--- src/rtl/cnt_sequencer.sv ---
// cnt_sequencer: command-driven up/down counter sequencer with prescaler, pause, abort and auto-reload
module cnt_sequencer #(
    parameter int WIDTH    = 3,
    parameter int PRESCALE = 1
) (
    input  logic             clk,
    input  logic             rst,
    input  logic             cmd_valid,
    output logic             cmd_ready,
    input  logic [WIDTH-1:0] cmd_start,
    input  logic [WIDTH-1:0] cmd_limit,
    input  logic             cmd_down,
    input  logic             cmd_reload,
    input  logic             pause,
    input  logic             abort,
    output logic [WIDTH-1:0] cnt,
    output logic             busy,
    output logic             done
);
    localparam int PW = (PRESCALE > 1) ? $clog2(PRESCALE) : 1;

    typedef enum logic {IDLE, RUN} state_t;

    state_t           state;
    logic [PW-1:0]    psc;
    logic [WIDTH-1:0] start_q;
    logic [WIDTH-1:0] limit_q;
    logic             down_q;
    logic             reload_q;
    logic             tick;

    assign tick = (psc == PW'(PRESCALE - 1));

    // Sequencer FSM: accepts commands in IDLE, steps the count on prescaler ticks in RUN
    always_ff @(posedge clk) begin
        if (rst) begin
            state     <= IDLE;
            cnt       <= '0;
            busy      <= 1'b0;
            done      <= 1'b0;
            cmd_ready <= 1'b1;
            psc       <= '0;
            start_q   <= '0;
            limit_q   <= '0;
            down_q    <= 1'b0;
            reload_q  <= 1'b0;
        end else begin
            done <= 1'b0;
            case (state)
                IDLE: begin
                    if (cmd_valid) begin
                        start_q   <= cmd_start;
                        limit_q   <= cmd_limit;
                        down_q    <= cmd_down;
                        reload_q  <= cmd_reload;
                        cnt       <= cmd_start;
                        psc       <= '0;
                        state     <= RUN;
                        busy      <= 1'b1;
                        cmd_ready <= 1'b0;
                    end
                end
                RUN: begin
                    if (abort) begin
                        state     <= IDLE;
                        busy      <= 1'b0;
                        cmd_ready <= 1'b1;
                    end else if (!pause) begin
                        if (tick) begin
                            psc <= '0;
                            if (cnt == limit_q) begin
                                done <= 1'b1;
                                if (reload_q) begin
                                    cnt <= start_q;
                                end else begin
                                    state     <= IDLE;
                                    busy      <= 1'b0;
                                    cmd_ready <= 1'b1;
                                end
                            end else begin
                                cnt <= down_q ? cnt - 1'b1 : cnt + 1'b1;
                            end
                        end else begin
                            psc <= psc + 1'b1;
                        end
                    end
                end
                default: state <= IDLE;
            endcase
        end
    end
endmodule

--- config.mk ---
export PLATFORM = sky130hd
export DESIGN_NAME = cnt_sequencer
export DESIGN_NICKNAME = d
export VERILOG_FILES = /design/src/rtl/cnt_sequencer.sv
export SDC_FILE = /design/constraint.sdc
export NUM_CORES = 1
export LEC_CHECK = 0
export ABC_CLOCK_PERIOD_IN_PS = 4500
export BUFFER_PORTS_ARGS = -buffer_cell sky130_fd_sc_hd__buf_2
export CAP_MARGIN = 20
export CORE_UTILIZATION = 30
export CTS_CLUSTER_DIAMETER = 50
export DETAILED_ROUTE_END_ITERATION = 16
export PLACE_DENSITY_LB_ADDON = 0.2
export SKIP_CTS_REPAIR_TIMING = 1
export SLEW_MARGIN = 20
export SYNTH_ARGS = -nofsm -noshare
export SYNTH_HDL_FRONTEND = slang
export SYNTH_SLANG_ARGS = --single-unit
--- constraint.sdc ---
create_clock -name clk -period 4.5 [get_ports clk]
set_input_delay 0.9 -clock clk [delete_from_list [all_inputs] [get_ports clk]]
set_output_delay 0.9 -clock clk [all_outputs]
set_load 0.01 [all_outputs]
==> impl_metrics.tcl <==
set metrics [dict create \
    final.period_utilization 0.407 \
    setup_viol 0 \
    finalCriticalPeriod_ns 1.83 \
    cts_tree "done" \
    yosysTopAreaCell "dfxtp_1" \
    clk_latency_ns 0.29 \
    dp_hpwl_microns 1270 \
    end_kind "flop" \
    fin_worst_skew_ns 0.00206 \
    min_path_type "flop to flop" \
    crit_arrival_ns 2.04 \
    n_antenna_cell 0 \
    dieHeight_microns 52.7 \
    syn-num-nets 103 \
    ctsHtreeMaxLevel 1 \
    clock-sinks 15 \
    wl_microns 1690 \
    routabilityCongestion 0.748 \
    grt_max_degree 14 \
    yosys_warnings 0 \
    synthCells 89 \
    worst_slew_pin_slew_ns 0.843 \
    critPathMaxFanout 12 \
    placed_area_sq_um 883 \
    p_per_area_nw_per_um2 333 \
    hold_depth 1 \
    grt_pass1_wl_microns 2880 \
    synth_seq_cells 15 \
    ir_drop_mv 0.124 \
    wl_per_cell_microns 12.4 \
    num_vias 661 \
    cts.clk_slew.worst_paths_ns 0.09 \
    grt-ovfl-total 0 \
    tritoncts.num_buffers 3 \
    totalPowerFinal_mw 0.303 \
    grtUsageMet2 0.224 \
    maxSlewHeadroom 0.437 \
    drv_slew 0 \
    synth_area_leaders "dfxtp_1, a21oi_1, nand2_1" \
    r2r_cells 3 \
    cp_cell_sequence "buf_2, nor2b_1, nor3_1, a311oi_1" \
    yosysTopAreaCellShare 0.390 \
    synth.avg_cell_area_sq_um 8.66 \
    worstSetupPathType "input port to flop" \
    grt.total_usage 0.147 \
    setup_tns_ns 0 \
    cts_root_buf "clkbuf_4" \
    grt_pass1_vias 616 \
    gr-max-usage-layer "met2" \
    synth.distinct_cells 27 \
    min_delay_worst_endpoint "cmd_ready$_SDFFE_PP1P_" \
    timing.rr.end "cnt[1]$_SDFFE_PP0P_" \
    synth-edff-count 0 \
    drtIter0Drc 6 \
    nFillCells 279 \
    synthArstFlopShare 0 \
    drc_errors 0 \
    antenna_found_initial 0 \
    row_count 18 \
    clock.fmax_mhz 546 \
    vias_per_cell 4.82 \
    maxCapViolCount 0 \
    cp_slowest_stage_delay_ns 0.67 \
    dieArea_sq_um 2780 \
    io_buffer_count 18 \
    r2r_start "state$_SDFF_PP0_" \
    layout-drive-gt1-share 0.224 \
    status "finished clean" \
    critPathSlowestCell "nor2b_1" \
    use_met1 0.188 \
    firstDrtPassIters 5 \
    path_buf_inv 1 \
    p_leak_nw 0.376 \
    start_util 0.314 \
    crit_family "simple AND/OR/NAND/NOR gates" \
    final-hold-violation-count 0 \
    worst_slack_ns 2.67 \
    r2r_slack_ns 2.88 \
    die_x_microns 52.7 \
    io_pins 19 \
    rsz0062_at_grt "false" \
    stdcell_area_sq_um 910 \
    gr-usage-met3 0.0261 \
    synth_area_sq_um 771 \
    antenna_left 0 \
    hold_start "cmd_ready$_SDFFE_PP1P_" \
    pre_cts_ws_ns 2.36 \
    syn_to_final_growth_pct 18.0 \
    required_ns 4.70 \
    seq_area_frac_synth 0.390 \
    ctsLongestPathBuffers 2 \
    fin_nets 122 \
    dominantRegCellSynth "dfxtp_1" \
    core_area_sq_um 2450 \
    setup.worst_path.start_class "input port" \
]
[worst register-to-register path, stage by stage (launching register included)]
cell and delay, ns:
dfxtp_1 0.44, nor2b_1 0.71, nor3_1 0.11, a311oi_1 0.27
[cell usage in the layout (no fill, tap or decap)]
master / synthesis / layout
a211o_1: 1 / 1
a21oi_1: 13 / 13
a311oi_1: 2 / 2
and3_1: 1 / 1
and4_1: 1 / 1
buf_2: 0 / 18
clkbuf_1: 4 / 1
clkbuf_4: 0 / 3
dfxtp_1: 15 / 15
fa_1: 1 / 1
inv_1: 4 / 4
nand2_1: 16 / 16
nand2b_1: 1 / 1
nand3_1: 4 / 4
nand3b_1: 1 / 1
nor2_1: 2 / 2
nor2b_1: 4 / 4
nor3_1: 3 / 3
nor3b_2: 1 / 1
o211ai_1: 1 / 1
o21a_1: 1 / 1
o21ai_0: 1 / 1
o31ai_1: 2 / 2
o41a_2: 1 / 1
o41ai_4: 1 / 1
or3b_1: 1 / 1
xnor2_1: 3 / 3
xor2_1: 3 / 3
xor3_1: 1 / 1
[report_power, final]
group          leakage [nW]  switching [mW]  internal, mW
Clock                0.0150          0.0460        0.0345
Combinational         0.238          0.0383        0.0307
Sequential            0.124          0.0113         0.142
Total                 0.376          0.0956         0.208
[cell families after synthesis]
| logic type | share of synthesized area |
|---|---|
| xor gates and xnor gates | 0.0990 |
| AOI/OAI and AO/OA | 0.216 |
| buffers and inverters | 0.0389 |
| adders and majority gates | 0.0260 |
| DFF | 0.390 |
| and+or+nand+nor | 0.231 |
[layout make-up]
class                   instances  area, sq um  area share
multi-input cells              66          440       0.484
inverters                       4         15.0      0.0165
repair buffers                 18         90.1      0.0990
clock buffers                   4         26.3      0.0289
well taps                      30         37.5      0.0413
flip-flops and latches         15          300       0.330
[cells in the mapped netlist, types with 2 or more instances]
| cell | number |
|---|---|
| nor2b_1 | 4 |
| xnor2_1 | 3 |
| a21oi_1 | 13 |
| dfxtp_1 | 15 |
| a311oi_1 | 2 |
| nand2_1 | 16 |
| xor2_1 | 3 |
| clkbuf_1 | 4 |
| o31ai_1 | 2 |
| inv_1 | 4 |
| nor2_1 | 2 |
| nor3_1 | 3 |
| nand3_1 | 4 |
[metrics by stage]
step / hold slack [ns] / util / cells
6_report: 0.460 / 0.371 / 137
5_1_grt: 0.489 / 0.371 / 137
4_1_cts: 0.466 / 0.371 / 137
3_5_place_dp: 0.444 / 0.360 / 133
3_3_place_gp: 0.439 / 0.360 / 133
2_1_floorplan: 0.436 / - / 89
[layer usage]
metal	vias up	part of all wire	wire length (microns)
met1	299	0.47	792
met5	-	0	0
li1	347	-	-
met3	5	0.030	51
met2	10	0.47	802
met4	0	0.027	46
[state kept, by name, indices dropped and copies added, names as in the netlist]
| register | count |
|---|---|
| cmd_ready | 1 |
| reload_q | 1 |
| down_q | 1 |
| cnt | 3 |
| state | 1 |
| done | 1 |
| busy | 1 |
| limit_q | 3 |
| start_q | 3 |
[how the worst max path moves through the flow]
stage	from	to	slack (ns)	cells after the start
6_report	cmd_valid	cnt[1]$_SDFFE_PP0P_	2.67	4
5_1_grt	cmd_valid	cnt[0]$_SDFFE_PP0P_	2.45	4
4_1_cts	cmd_valid	cnt[1]$_SDFFE_PP0P_	2.64	4
3_5_place_dp	cmd_valid	cnt[1]$_SDFFE_PP0P_	2.36	4
3_3_place_gp	cmd_valid	cnt[1]$_SDFFE_PP0P_	2.39	4
2_1_floorplan	abort	cnt[0]$_SDFFE_PP0P_	2.78	4
Note: power is estimated with default switching activity, not from simulation.
